**config.mk**
```make
export PLATFORM = sky130hd
export DESIGN_NAME = uart_dump_sequencer_flat
export DESIGN_NICKNAME = d
export VERILOG_FILES = /design/src/rtl/uart_dump_sequencer_if.sv /design/src/rtl/uart_dump_sequencer.sv /design/src/flat_wrapper.sv
export SDC_FILE = /design/constraint.sdc
export NUM_CORES = 1
export LEC_CHECK = 0
export ABC_CLOCK_PERIOD_IN_PS = 5600
export CAP_MARGIN = 10
export CORE_AREA = 4 4 133 135
export DETAILED_ROUTE_END_ITERATION = 10
export DIE_AREA = 0 0 137 139
export PLACE_DENSITY_LB_ADDON = 0.12
export SYNTH_ARGS = -nofsm -noshare
export SYNTH_HDL_FRONTEND = slang
export SYNTH_SLANG_ARGS = --single-unit
```
**constraint.sdc**
```tcl
create_clock -name clk_PSRAM -period 5.6 [get_ports clk_PSRAM]
set_input_delay 1.12 -clock clk_PSRAM [delete_from_list [all_inputs] [get_ports clk_PSRAM]]
set_output_delay 1.12 -clock clk_PSRAM [all_outputs]
set_load 0.1 [all_outputs]
```
**src/rtl/uart_dump_sequencer_if.sv**
```systemverilog
// Bundle between the dump sequencer and its neighbours: control/status from
// top-level logic, the PSRAM read port and the UART transmit handshake.
interface uart_dump_sequencer_if #(
  parameter int unsigned CNT_W = 24
);
  localparam int unsigned ADDR_W = 23;
  localparam int unsigned DATA_W = 16;

  logic              start;
  logic              abort;
  logic [ADDR_W-1:0] base_address;
  logic [CNT_W-1:0]  word_count;
  logic              busy;
  logic              done;
  logic              error;
  logic [CNT_W-1:0]  words_sent;

  logic              read_req;
  logic [ADDR_W-1:0] read_address;
  logic              read_valid;
  logic [DATA_W-1:0] read_data;

  logic              send_uart;
  logic [DATA_W-1:0] send_msg;
  logic              tx_busy;

  modport master (
    input  start, abort, base_address, word_count,
    input  read_valid, read_data, tx_busy,
    output busy, done, error, words_sent,
    output read_req, read_address, send_uart, send_msg
  );

  modport slave (
    output start, abort, base_address, word_count,
    output read_valid, read_data, tx_busy,
    input  busy, done, error, words_sent,
    input  read_req, read_address, send_uart, send_msg
  );
endinterface

```
**src/rtl/uart_dump_sequencer.sv**
```systemverilog
// Walks a PSRAM address range, reading one word per address and sending each
// word as a 2-byte UART frame; waits for every frame to finish before moving on.
module uart_dump_sequencer #(
  parameter int unsigned READ_TIMEOUT = 1023,
  parameter int unsigned CNT_W        = 24
) (
  input logic                  clk_PSRAM,
  input logic                  reset,
  uart_dump_sequencer_if.master bus
);
  localparam int unsigned ADDR_W = 23;
  localparam int unsigned DATA_W = 16;
  localparam int unsigned TMR_W  = $clog2(READ_TIMEOUT + 1);

  typedef enum logic [2:0] {
    IDLE, REQ, WAIT_DATA, SEND, WAIT_TX_HI, WAIT_TX_LO, NEXT, FINISH
  } state_t;

  state_t            state_q, state_d;
  logic [TMR_W-1:0]  tmr_q, tmr_d;
  logic [CNT_W-1:0]  remain_q, remain_d;
  logic [CNT_W-1:0]  sent_q, sent_d;
  logic [ADDR_W-1:0] addr_q, addr_d;
  logic [DATA_W-1:0] msg_q, msg_d;
  logic              req_q, req_d;
  logic              send_q, send_d;
  logic              busy_q, busy_d;
  logic              done_q, done_d;
  logic              err_q, err_d;
  logic              timeout;

  // Timer is 1 in the first WAIT_DATA cycle, so read_req spans READ_TIMEOUT cycles including REQ.
  assign timeout = (tmr_q >= TMR_W'(READ_TIMEOUT - 1));

  always_ff @(posedge clk_PSRAM) begin
    if (reset) state_q <= IDLE;
    else       state_q <= state_d;
  end

  always_comb begin
    state_d = state_q;
    unique case (state_q)
      IDLE:       if (bus.start) state_d = (bus.word_count != '0) ? REQ : FINISH;
      REQ:        state_d = WAIT_DATA;
      WAIT_DATA: begin
        if (bus.read_valid) state_d = SEND;
        else if (timeout)   state_d = FINISH;
      end
      SEND:       if (!bus.tx_busy) state_d = WAIT_TX_HI;
      WAIT_TX_HI: if (bus.tx_busy)  state_d = WAIT_TX_LO;
      WAIT_TX_LO: if (!bus.tx_busy) state_d = NEXT;
      NEXT:       state_d = ((remain_q == '0) || bus.abort) ? FINISH : REQ;
      FINISH:     state_d = IDLE;
      default:    state_d = IDLE;
    endcase
  end

  // Next values for every registered output and the datapath.
  always_comb begin
    tmr_d    = tmr_q;
    remain_d = remain_q;
    sent_d   = sent_q;
    addr_d   = addr_q;
    msg_d    = msg_q;
    err_d    = err_q;
    req_d    = (state_d == REQ) || (state_d == WAIT_DATA);
    send_d   = (state_q == SEND) && !bus.tx_busy;
    busy_d   = (state_q != IDLE);
    done_d   = (state_q == FINISH);
    unique case (state_q)
      IDLE: begin
        if (bus.start) begin
          sent_d = '0;
          err_d  = 1'b0;
          if (bus.word_count != '0) begin
            addr_d   = bus.base_address;
            remain_d = bus.word_count;
          end
        end
      end
      REQ:       tmr_d = TMR_W'(1);
      WAIT_DATA: begin
        if (bus.read_valid) msg_d = bus.read_data;
        else if (timeout)   err_d = 1'b1;
        else                tmr_d = tmr_q + TMR_W'(1);
      end
      WAIT_TX_LO: begin
        if (!bus.tx_busy) begin
          sent_d   = sent_q + CNT_W'(1);
          remain_d = remain_q - CNT_W'(1);
        end
      end
      NEXT:    addr_d = addr_q + ADDR_W'(1);
      default: ;
    endcase
  end

  always_ff @(posedge clk_PSRAM) begin
    if (reset) begin
      tmr_q    <= '0;
      remain_q <= '0;
      sent_q   <= '0;
      addr_q   <= '0;
      msg_q    <= '0;
      req_q    <= 1'b0;
      send_q   <= 1'b0;
      busy_q   <= 1'b0;
      done_q   <= 1'b0;
      err_q    <= 1'b0;
    end else begin
      tmr_q    <= tmr_d;
      remain_q <= remain_d;
      sent_q   <= sent_d;
      addr_q   <= addr_d;
      msg_q    <= msg_d;
      req_q    <= req_d;
      send_q   <= send_d;
      busy_q   <= busy_d;
      done_q   <= done_d;
      err_q    <= err_d;
    end
  end

  assign bus.read_req     = req_q;
  assign bus.read_address = addr_q;
  assign bus.send_uart    = send_q;
  assign bus.send_msg     = msg_q;
  assign bus.busy         = busy_q;
  assign bus.done         = done_q;
  assign bus.error        = err_q;
  assign bus.words_sent   = sent_q;
endmodule

```
**src/flat_wrapper.sv**
```systemverilog
// flat-port wrapper written by rule: the top's interface ports become plain ports
module uart_dump_sequencer_flat 
#(
  parameter int unsigned READ_TIMEOUT = 1023,
  parameter int unsigned CNT_W        = 24
)
  (clk_PSRAM, reset, bus_start, bus_abort, bus_base_address, bus_word_count, bus_read_valid, bus_read_data, bus_tx_busy, bus_busy, bus_done, bus_error, bus_words_sent, bus_read_req, bus_read_address, bus_send_uart, bus_send_msg);
  uart_dump_sequencer_if #(.CNT_W(CNT_W)) bus_i ();
  input logic clk_PSRAM;
  input logic reset;
  input wire logic [$bits(bus_i.start)-1:0] bus_start;
  input wire logic [$bits(bus_i.abort)-1:0] bus_abort;
  input wire logic [$bits(bus_i.base_address)-1:0] bus_base_address;
  input wire logic [$bits(bus_i.word_count)-1:0] bus_word_count;
  input wire logic [$bits(bus_i.read_valid)-1:0] bus_read_valid;
  input wire logic [$bits(bus_i.read_data)-1:0] bus_read_data;
  input wire logic [$bits(bus_i.tx_busy)-1:0] bus_tx_busy;
  output wire logic [$bits(bus_i.busy)-1:0] bus_busy;
  output wire logic [$bits(bus_i.done)-1:0] bus_done;
  output wire logic [$bits(bus_i.error)-1:0] bus_error;
  output wire logic [$bits(bus_i.words_sent)-1:0] bus_words_sent;
  output wire logic [$bits(bus_i.read_req)-1:0] bus_read_req;
  output wire logic [$bits(bus_i.read_address)-1:0] bus_read_address;
  output wire logic [$bits(bus_i.send_uart)-1:0] bus_send_uart;
  output wire logic [$bits(bus_i.send_msg)-1:0] bus_send_msg;
  assign bus_i.start = bus_start;
  assign bus_i.abort = bus_abort;
  assign bus_i.base_address = bus_base_address;
  assign bus_i.word_count = bus_word_count;
  assign bus_i.read_valid = bus_read_valid;
  assign bus_i.read_data = bus_read_data;
  assign bus_i.tx_busy = bus_tx_busy;
  assign bus_busy = bus_i.busy;
  assign bus_done = bus_i.done;
  assign bus_error = bus_i.error;
  assign bus_words_sent = bus_i.words_sent;
  assign bus_read_req = bus_i.read_req;
  assign bus_read_address = bus_i.read_address;
  assign bus_send_uart = bus_i.send_uart;
  assign bus_send_msg = bus_i.send_msg;
  uart_dump_sequencer #(.READ_TIMEOUT(READ_TIMEOUT), .CNT_W(CNT_W)) u_core (.clk_PSRAM(clk_PSRAM), .reset(reset), .bus(bus_i));
endmodule
```
After elaboration in Yosys (flattened, before gate mapping) --
Cells that the tools add are included. Widths: inputs -> output; s select.
Operators by class: $add $sub $neg 4, order comparisons 1, equal/unequal tests 15, mux-type cells 26, reduce and logical (&&, ||, !) cells 18
Operators by type and width (count):
- $mux 24 | 5
- $pmux 24 s2 | 2
- $mux 23 | 2
- $pmux 23 s2 | 1
- $add 24x1->24 const B | 1
- $logic_not 24->1 | 1
- $mux 3 | 8
- $pmux 3 s8 | 1
- $reduce_bool 24->1 | 1
- $sub 24x1->24 const B | 1
- $add 23x1->23 const B | 1
- $mux 10 | 2
- $pmux 10 s2 | 1
- $eq 3x3->1 const B | 4
- $add 10x1->10 const B | 1
- $ge 10x10->1 const B | 1
- $eq 3x2->1 const B | 3
- $reduce_and 3->1 | 3
- $ne 2x2->1 const B | 4
- $reduce_and 4->1 | 2
- $reduce_bool 2->1 | 4
- $eq 3x1->1 const B | 2
- $ne 2x1->1 const B | 2
- $logic_not 3->1 | 1
- 7 further kinds | 10
Word-level totals: bits in registers 105, input port bits 69, word-level logic and storage cells 75

Longest topological paths before layout --
depth in word-level cells 6, gate-level depth with buffers 9, gate-level depth less buffers 7

Worst setup path after synthesis --
OpenSTA, ideal clock, no wires.
kind flip-flop to flip-flop, start reg u_core.addr_q[0], in the netlist u_core.bus.read_address[0], end reg u_core.addr_q[22], in the netlist u_core.bus.read_address[22], data arrival time 2.582 ns, required time 5.524 ns, setup slack 2.942 ns, cell stages (with the launch flop) 7, buffers on the path 0, period minus slack after synthesis 2.658 ns, cell sequence dfxtp_1 -> ha_1 -> nand3_1 -> nor2_1 -> nand2_1 -> or4_1 -> a31oi_1
Between the ends: word-level cells in the longest chain between the ends 2
Ends and longest elaborated chain:
- start, declared | RTL line uart_dump_sequencer.sv:23 | logic [ADDR_W-1:0] addr_q, addr_d;
- start signal, assigned | RTL line uart_dump_sequencer.sv:114 | addr_q <= addr_d;
- $add 23x1->23 | RTL line uart_dump_sequencer.sv:93 | NEXT: addr_d = addr_q + ADDR_W'(1);
- $pmux 23 s2 | RTL line uart_dump_sequencer.sv:70 | unique case (state_q)
No other way between the ends. A chain may end at the register's enable or synchronous reset.

Worst setup path in the final report --
start in bus_word_count[1], end reg u_core.remain_q[6]
Between the ends: word-level cells in the longest chain between the ends 3
Ends and longest elaborated chain:
- start, declared | RTL line flat_wrapper.sv:14 | input wire logic [$bits(bus_i.word_count)-1:0] bus_word_count;
- $reduce_bool 24->1 | RTL line uart_dump_sequencer.sv:75 | if (bus.word_count != '0) begin
- $ne 2x1->1 (no source line)
- $reduce_and 4->1 (no source line)
- end signal, assigned | RTL line uart_dump_sequencer.sv:112 | remain_q <= remain_d;
- end, declared | RTL line uart_dump_sequencer.sv:21 | logic [CNT_W-1:0] remain_q, remain_d;
No other way between the ends.

==> flow_summary.yaml <==
finish:
  final_nets: 898
  syn2layout_area_growth_pct: 32.7
  final_layout_size_suffix_gt1_share_pct: 5.91
  layout.cells.non_filler: 1049
  final_area_um2: 7500
  diodes: 0
yosys:
  synth_edf_count: 0
  synth_area_per_cell_um2: 7.90
  synth_cell_types: 75
  syn_nets: 790
  synth-seq-cells: 105
  synth_ff_type: "dfxtp_1"
  async_flop_share_pct: 0
  synth_area_um2: 5650
  yosysWarnings: 0
  yosysSeqAreaShare_pct: 37.2
  synth_cells: 716
sta:
  fin_crit_ns: 3.67
  worst_slew_pin_slew_ns: 1.21
  tns_ns: 0
  slew_headroom_pct: 19.1
  fmax_ghz: 0.273
  hold_violations: 0
  fin_crit_sh_pct: 65.5
  skew_ns: 0.0111
  setup_ws_ns: 1.93
  setup_violations: 0
  rsz0062_at_grt: "false"
  maxSlewViolCount: 0
detailed_routing:
  vias: 5891
  remaining_drc_errors: 0
  vias_per_cell: 5.62
  drt-initial-drc-count: 380
  highest_layer: "met4"
  wirelength_mm: 17.4
  wl_met1_mm: 8.08
  routed-wl-met2_mm: 8.09
  wl_per_cell_um: 16.6
  met3RoutedLength_mm: 1.01
  firstDrtPassIters: 5
  detail-route-antenna-nets: 0
placement:
  hpwl_mm: 12.2
  dp.cells: 1033
  post-place-ws_ns: 1.64
  placedInstanceArea_um2: 7160
  gp_congestion: 0.834
  io_buffers: 136
power_and_ir_drop:
  ir_drop_uv: 202
  switching_share_pct: 46.6
  p_per_area_nw_per_um2: 434
  p_comb_share_pct: 45.4
  p_total_mw: 3.26
  total_leakage_power_nw: 2.47
  p_int_mw: 1.74
  p_switching_mw: 1.52
  clockPowerShare_pct: 22.6
  power_frac_seq_pct: 32.0
grt:
  grt_max_degree: 69
  grt_overflow_total: 0
  grt_usage_pct: 17.9
  grt_pass1_wl_mm: 28.2
  antenna_found_initial: 0
  grt_pass1_vias: 5533
min_path:
  hold_start: "u_core.bus.send_msg[12]$_SDFFE_PP0P_"
  hold_path_class: "reg2reg"
floorplan:
  io_pins: 137
  rows: 47
  chipHeight_um: 139
  die_x_um: 137
  core-area_um2: 16500
  dieArea_um2: 19000
  start_util_pct: 34.3
cts:
  cts-root-buf: "clkbuf_16"
  cts_buffers: 9
  cts_setup_buffers: 0
  htree_levels: 3
  cts_hold_buf: 0
  clock-sinks: 105
  cts.clk_slew.worst_paths_ns: 0.07
  cts_tree: "done"
  ctsResizeCount: 0
  clk_path_buf_depth: 2
  worstSkewPairLatency_ns: 0.35
run:
  maxCapViolations: 0
worst_setup_path:
  path_class: "in2reg"
  worst_ep_required_time_ns: 5.86
  start_kind: "input port"
  worstSetupEndpointType: "flop"
  startpoint: "bus_word_count[1]"
  r2r_start: "u_core.state_q[2]$_SDFF_PP0_"
  path_max_fanout: 32
  arrival_ns: 3.92
run_status:
  outcome: "finished, final reports clean"
[cell families after synthesis]
kind of cell | count (synthesis) | synth area share, %
simple gates | 307 | 27.6
compound gates | 204 | 24.3
flops | 105 | 37.2
buf+inv | 60 | 4.23
xor+xnor | 27 | 4.18
mux | 8 | 1.42
fa+ha+maj | 5 | 1.11
[final timing paths]
kind	endpoint	slack (ns)	cells after the start
worst max-delay path	u_core.remain_q[6]$_SDFFE_PP0P_	1.93	7
worst min-delay path	u_core.bus.send_msg[12]$_SDFFE_PP0P_	0.46	2
worst max register to register	u_core.remain_q[2]$_SDFFE_PP0P_	2.70	5
worst min register to register	u_core.bus.send_msg[12]$_SDFFE_PP0P_	0.46	2
[per-layer routing]
layer	up-vias	GRT usage, %
met5	-	0
met4	0	6.09
met3	22	2.79
met2	196	28.8
met1	2792	24.4
li1	2881	-
[registers in the layout, summed over array words and instances, names as in the netlist]
| register | cells |
|---|---|
| u_core.bus.busy | 1 |
| u_core.bus.done | 1 |
| u_core.bus.error | 1 |
| u_core.bus.read_address | 23 |
| u_core.bus.read_req | 1 |
| u_core.bus.send_msg | 16 |
| u_core.bus.send_uart | 1 |
| u_core.bus.words_sent | 24 |
| u_core.remain_q | 24 |
| u_core.state_q | 3 |
| u_core.tmr_q | 10 |
[critical path: stages]
cell and delay [ns]:
clkdlybuf4s50_1 0.44, nor4_1 0.56, nand4_1 0.28, o31ai_4 1.06, buf_4 0.27, a21oi_1 0.04, o32ai_1 0.13
[cells in the mapped netlist (all sizes together) (7+ instances only)]
| cell | n | area (um^2) |
|---|---|---|
| a31oi | 15 | 93.8 |
| xnor2 | 20 | 175 |
| a21oi | 66 | 338 |
| xor2 | 7 | 61.3 |
| nor2 | 66 | 250 |
| nand4 | 19 | 119 |
| nor3 | 30 | 178 |
| o32ai | 10 | 95.1 |
| buf | 13 | 62.6 |
| nand2 | 97 | 364 |
| or3 | 9 | 57.6 |
| nand3 | 22 | 110 |
| dfxtp | 105 | 2100 |
| mux2i | 8 | 80.1 |
| clkbuf | 33 | 124 |
| o21ai | 32 | 160 |
| o31ai | 11 | 87.6 |
| or4 | 9 | 75.1 |
| a211oi | 10 | 75.1 |
| inv | 13 | 48.8 |
| nor4 | 14 | 100 |
[cell type report]
cell class                      count  area, um^2
Sequential cell                   105        2100
Tap cell                          220         275
Clock buffer                        9         225
Multi-Input combinational cell    551        3320
Fill cell                        1606        8960
Clock inverter                      7         118
Timing Repair Buffer              143        1410
Inverter                           14        52.6
[cell usage in the layout, fill, tap and decap left out, drive strengths merged, types with 11 or more instances in the layout]
| cell | count |
|---|---|
| nor4 | 14 |
| a21oi | 66 |
| a31oi | 15 |
| nor2 | 66 |
| inv | 14 |
| o31ai | 11 |
| xnor2 | 20 |
| nor3 | 30 |
| nand4 | 19 |
| nand2 | 97 |
| nand3 | 22 |
| o21ai | 32 |
| clkdlybuf4s50 | 135 |
| dfxtp | 105 |
[through the flow]
stage | util, % | hold slack [ns]
after floorplan | - | 0.437
after global placement | 43.5 | 0.443
after detailed placement | 43.5 | 0.450
after CTS | 45.6 | 0.463
after global routing | 45.6 | 0.476
final | 45.6 | 0.459
[power by group through the flow]
stage               Clock [mW]  Combinational [mW]  Sequential [mW]
CTS                      0.754                1.48             1.04
detailed placement           0                1.48             1.06
floorplan                    0               0.685             1.46
finish                   0.735                1.48             1.04
global placement             0                1.47             1.05
global route             0.784                1.58             1.07
Power figures use the tool's default switching activity.
==> patch 1: new RTL, same settings <==
`READ_TIMEOUT` is set to 1023 in 2 places; all go to 2046.
--- a/src/rtl/uart_dump_sequencer.sv
+++ b/src/rtl/uart_dump_sequencer.sv
@@ -2,5 +2,5 @@
 // word as a 2-byte UART frame; waits for every frame to finish before moving on.
 module uart_dump_sequencer #(
-  parameter int unsigned READ_TIMEOUT = 1023,
+  parameter int unsigned READ_TIMEOUT = 2046,
   parameter int unsigned CNT_W        = 24
 ) (
--- a/src/flat_wrapper.sv
+++ b/src/flat_wrapper.sv
@@ -2,5 +2,5 @@
 module uart_dump_sequencer_flat 
 #(
-  parameter int unsigned READ_TIMEOUT = 1023,
+  parameter int unsigned READ_TIMEOUT = 2046,
   parameter int unsigned CNT_W        = 24
 )
Function: no difference found for any inputs over 10 cycles, from zero or initial values and one cycle with reset high; that may be too few to reach the edited logic, so the function may still have changed.
==> patch 1 against the unedited design <==
Wire length is 6.8% lower. Total power rose by 3.6%. Final area is 4.7% lower. Clock power shrank 11%. Sequential cell count grew 1. Register-to-register slack is essentially flat. Setup slack gained 140 ps. Area after synthesis shrank 5.8%.
==> patch 1: results <==
metrics = {
    "pwr": {
        "p_leak_nw": 2.47,
        "ir_drop_mv": 0.168,
        "swShare": 0.490,
    },
    "synth": {
        "synthAdderAreaFrac": 0.0117,
        "synth_area_leaders": "dfxtp_1 (40%), a21oi_1 (6.9%), nand2_1 (6.9%)",
        "synthTopCellsByCount": "dfxtp_1 (106), nand2_1 (98), nor2_1 (78)",
        "synthMuxAreaShare": 0.00399,
        "syn_nets": 768,
        "synth_compound_area_frac": 0.239,
        "syn_inst": 694,
        "synth.distinct_cells": 59,
    },
    "placement": {
        "pre_cts_ws_ps": 1730,
        "dp_cells": 1016,
        "place.gp.congestion": 0.813,
    },
    "worst_setup_path": {
        "crit_fanout": 21,
        "crit_family": "simple AND/OR/NAND/NOR gates",
        "cp_slowest_stage_delay_ps": 580,
        "cpMaxStageDelayCell": "or4_1",
    },
    "grt": {
        "grt_max_degree": 78,
        "grt_pass1_wl_um": 26000,
        "grtUsageTotal": 0.166,
        "grt_pass1_vias": 5226,
    },
    "timing": {
        "clock_skew_ps": 7.13,
        "worstMarginPinSlew_ps": 1050,
    },
    "cells_and_area": {
        "design_area_sq_um": 7150,
        "layout-drive-gt1-share": 0.0333,
        "num-fill-cells": 1657,
        "finalNetCount": 881,
    },
    "route": {
        "drt_iter0_drc": 461,
        "routed_wl_um": 16300,
        "wl_per_cell_um": 15.8,
    },
    "run_status": {
        "status": "finished clean",
    },
}
patch 1: cell count changes in the layout (fill, tap and decap cells not counted), sizes merged, moves of 5 or more:
cell,unedited run,this run
xnor2,20,5
a21oi,66,74
nor2,66,78
and3,4,13
nand4,19,14
mux2i,8,1
xor2,7,12
o32ai,10,1
a31oi,15,5
a22o,2,7
nor3,30,18
o21ai,32,50
patch 1: cells by family (layout without fill, tap and decap cells):
kind of cell,after synthesis,after routing
buf+inv,49,167
compound gates,205,205
simple gates,310,310
fa+ha+maj,5,5
mux,2,2
xor+xnor,17,17
flops,106,106
patch 1: path summary, 6_finish.rpt:
| path | end | slack (ps) | start |
|---|---|---|---|
| worst max-delay path | u_core.tmr_q[9] | 2070 | bus_word_count[17] |
| worst min-delay path | u_core.bus.send_msg[9] | 460 | u_core.bus.send_msg[9] |
| worst min register to register | u_core.bus.send_msg[9] | 460 | u_core.bus.send_msg[9] |
| worst max register to register | u_core.bus.read_address[17] | 2700 | u_core.state_q[1] |
patch 1: routing by layer:
| metal | global-route usage | part of all wire |
|---|---|---|
| met2 | 0.278 | 0.49 |
| met5 | 0 | 0 |
| met3 | 0.0348 | 0.051 |
| met1 | 0.213 | 0.44 |
| met4 | 0.0515 | 0.016 |
patch 1: power by group through the flow:
stage	Combinational, mW	Clock, mW	Sequential, mW
4_1_cts	1.68	0.678	1.04
5_1_grt	1.81	0.708	1.07
6_report	1.67	0.656	1.05
3_5_place_dp	1.67	0	1.06
3_3_place_gp	1.66	0	1.05
2_1_floorplan	0.784	0	1.51
patch 1: through the flow:
| stage | power, mW | util |
|---|---|---|
| 6_report | 3.37 | 0.434 |
| 5_1_grt | 3.59 | 0.434 |
| 4_1_cts | 3.40 | 0.434 |
| 3_5_place_dp | 2.73 | 0.416 |
| 3_3_place_gp | 2.71 | 0.416 |
| 2_1_floorplan | 2.29 | - |
patch 1: cell type report:
cell class | instances | area, sq um | share of cell area
clock inverter | 5 | 61.3 | 0.00857
clock buffer | 11 | 243 | 0.0339
tap | 220 | 275 | 0.0385
multi-input combinational | 539 | 3020 | 0.422
inverter | 10 | 37.5 | 0.00525
sequential | 106 | 2120 | 0.297
timing repair buffer | 141 | 1390 | 0.195
patch 1: worst min-delay path: stages (launching register included):
cell,delay [ps]
dfxtp_1,310
nand2_1,50
a21oi_1,50
==> patch 2: new RTL, same flow settings <==
Without the edit above. The 8 states of `state_t` get a Gray code encoding in 3 bits.
--- a/src/rtl/uart_dump_sequencer.sv
+++ b/src/rtl/uart_dump_sequencer.sv
@@ -14,5 +14,5 @@
 
   typedef enum logic [2:0] {
-    IDLE, REQ, WAIT_DATA, SEND, WAIT_TX_HI, WAIT_TX_LO, NEXT, FINISH
+    IDLE = 3'b000, REQ = 3'b001, WAIT_DATA = 3'b011, SEND = 3'b010, WAIT_TX_HI = 3'b110, WAIT_TX_LO = 3'b111, NEXT = 3'b101, FINISH = 3'b100
   } state_t;
 
Formal check against the unedited RTL: same outputs for any inputs over 10 cycles, from zero or initial values and one cycle with reset high; not proved beyond that.
==> patch 2 against the unedited design <==
Clock power fell by 15%. Highest routed layer unchanged. Sequential cell count unchanged. Non-clock buffer count fell by 1. Final area is 4.0% lower. Register-to-register slack worse by 80 ps. Critical path type unchanged. Wire length is 4.9% lower. Total power is 1.5% lower. Sequential share of layout area increased by 1.2 points. Area after synthesis decreased by 4.6%. Combinational power increased by 3%. Setup slack better by 110 ps. First-iteration DRC count rose by 3.7%.
==> patch 2: results <==
metrics = {
    "run_status": {
        "status": "finished clean",
    },
    "grt": {
        "antenna_found_initial": 0,
        "grt_max_degree": 75,
        "grtUsageTotal": 0.173,
        "grt_pass1_vias": 5200,
        "grt_pass1_wl_um": 27000,
    },
    "pwr": {
        "p_leak_nw": 2.41,
        "ir_drop_mv": 0.236,
        "power.total_mw": 3.21,
        "p_comb_frac": 0.473,
        "swShare": 0.494,
        "pg_clk_mw": 0.628,
    },
    "synth": {
        "async_reset_ff_frac": 0,
        "synth.distinct_cells": 59,
        "syn_nets": 779,
        "ys_seq_area_frac": 0.390,
        "synthAdderAreaFrac": 0.0116,
        "synth_warnings": 0,
        "synthMuxAreaShare": 0.00580,
        "synthTopCellsByCount": "dfxtp_1 (105), nand2_1 (98), nor2_1 (74)",
        "syn_inst": 705,
        "synth_xor_area_frac": 0.0454,
        "synth_compound_area_frac": 0.214,
        "synth_area_leaders": "dfxtp_1 (39%), nand2_1 (6.8%), a21oi_1 (6.8%)",
    },
    "route": {
        "drt_iter0_drc": 394,
        "dr_total_vias": 5602,
        "routed_wl_um": 16600,
    },
    "clock_tree": {
        "numCtsBuffers": 9,
        "postCtsResizedCells": 0,
        "cts_setup_buffers": 0,
        "clkTransAtPathRegs_ps": 80,
    },
    "worst_setup_path": {
        "timing.rr.end": "u_core.bus.read_address[22]",
        "r2r-start": "u_core.state_q[0]",
        "cp_slowest_stage_delay_ps": 710,
        "timing.critical_path.from": "bus_word_count[5]",
        "crit_fanout": 18,
        "arrival_ps": 3800,
        "crit_path_end": "u_core.bus.read_address[16]",
        "cpMaxStageDelayCell": "o21ai_2",
        "r2r_setup_slack_ps": 2620,
        "reg2reg_depth": 5,
    },
    "placement": {
        "pre_cts_ws_ps": 1640,
        "dp_hpwl_um": 11900,
        "dpl-instance-area_sq_um": 6910,
        "port-buffer-count": 136,
        "dp_cells": 1024,
        "place.gp.congestion": 0.842,
    },
    "cells_and_area": {
        "finalNetCount": 890,
        "antenna_cells": 0,
        "layout-drive-gt1-share": 0.0475,
        "fin_cells": 1041,
    },
    "timing": {
        "timing.final.crit_share": 0.635,
        "relSlewSlack": 0.300,
        "clock_skew_ps": 10.5,
        "whs_ps": 455,
    },
    "min_path": {
        "min_from": "u_core.bus.send_msg[6]",
        "hold_end": "u_core.bus.send_msg[6]",
    },
}
==> patch 2: cell count changes after synthesis, moves of 6 or more <==
cell,before,now
clkbuf_1,33,39
o32ai_1,9,0
a21o_1,4,11
nor2_1,65,74
nand3_1,22,36
o21ai_0,29,38
a21oi_1,64,73
buf_2,11,3
mux2i_1,8,2
o31ai_1,10,3
==> patch 2: cell type report <==
cell class	count	area, sq um
Fill cell	1642	9260
Clock buffer	9	225
Multi-Input combinational cell	548	3100
Sequential cell	105	2100
Clock inverter	7	61.3
Inverter	10	37.5
Tap cell	220	275
Timing Repair Buffer	142	1400
==> patch 2: per-layer routing <==
layer	vias up	wire (um)	global-route usage
li1	2786	-	-
met1	2640	7530	0.232
met2	153	7990	0.277
met3	23	744	0.0348
met4	0	337	0.0599
met5	-	0	0
==> patch 2: critical path: cells and delay by family <==
family,cells,cell delay [ps]
AND/OR/NAND/NOR,3,910
AO/OA/AOI/OAI,2,1030
buffers and inverters,2,730
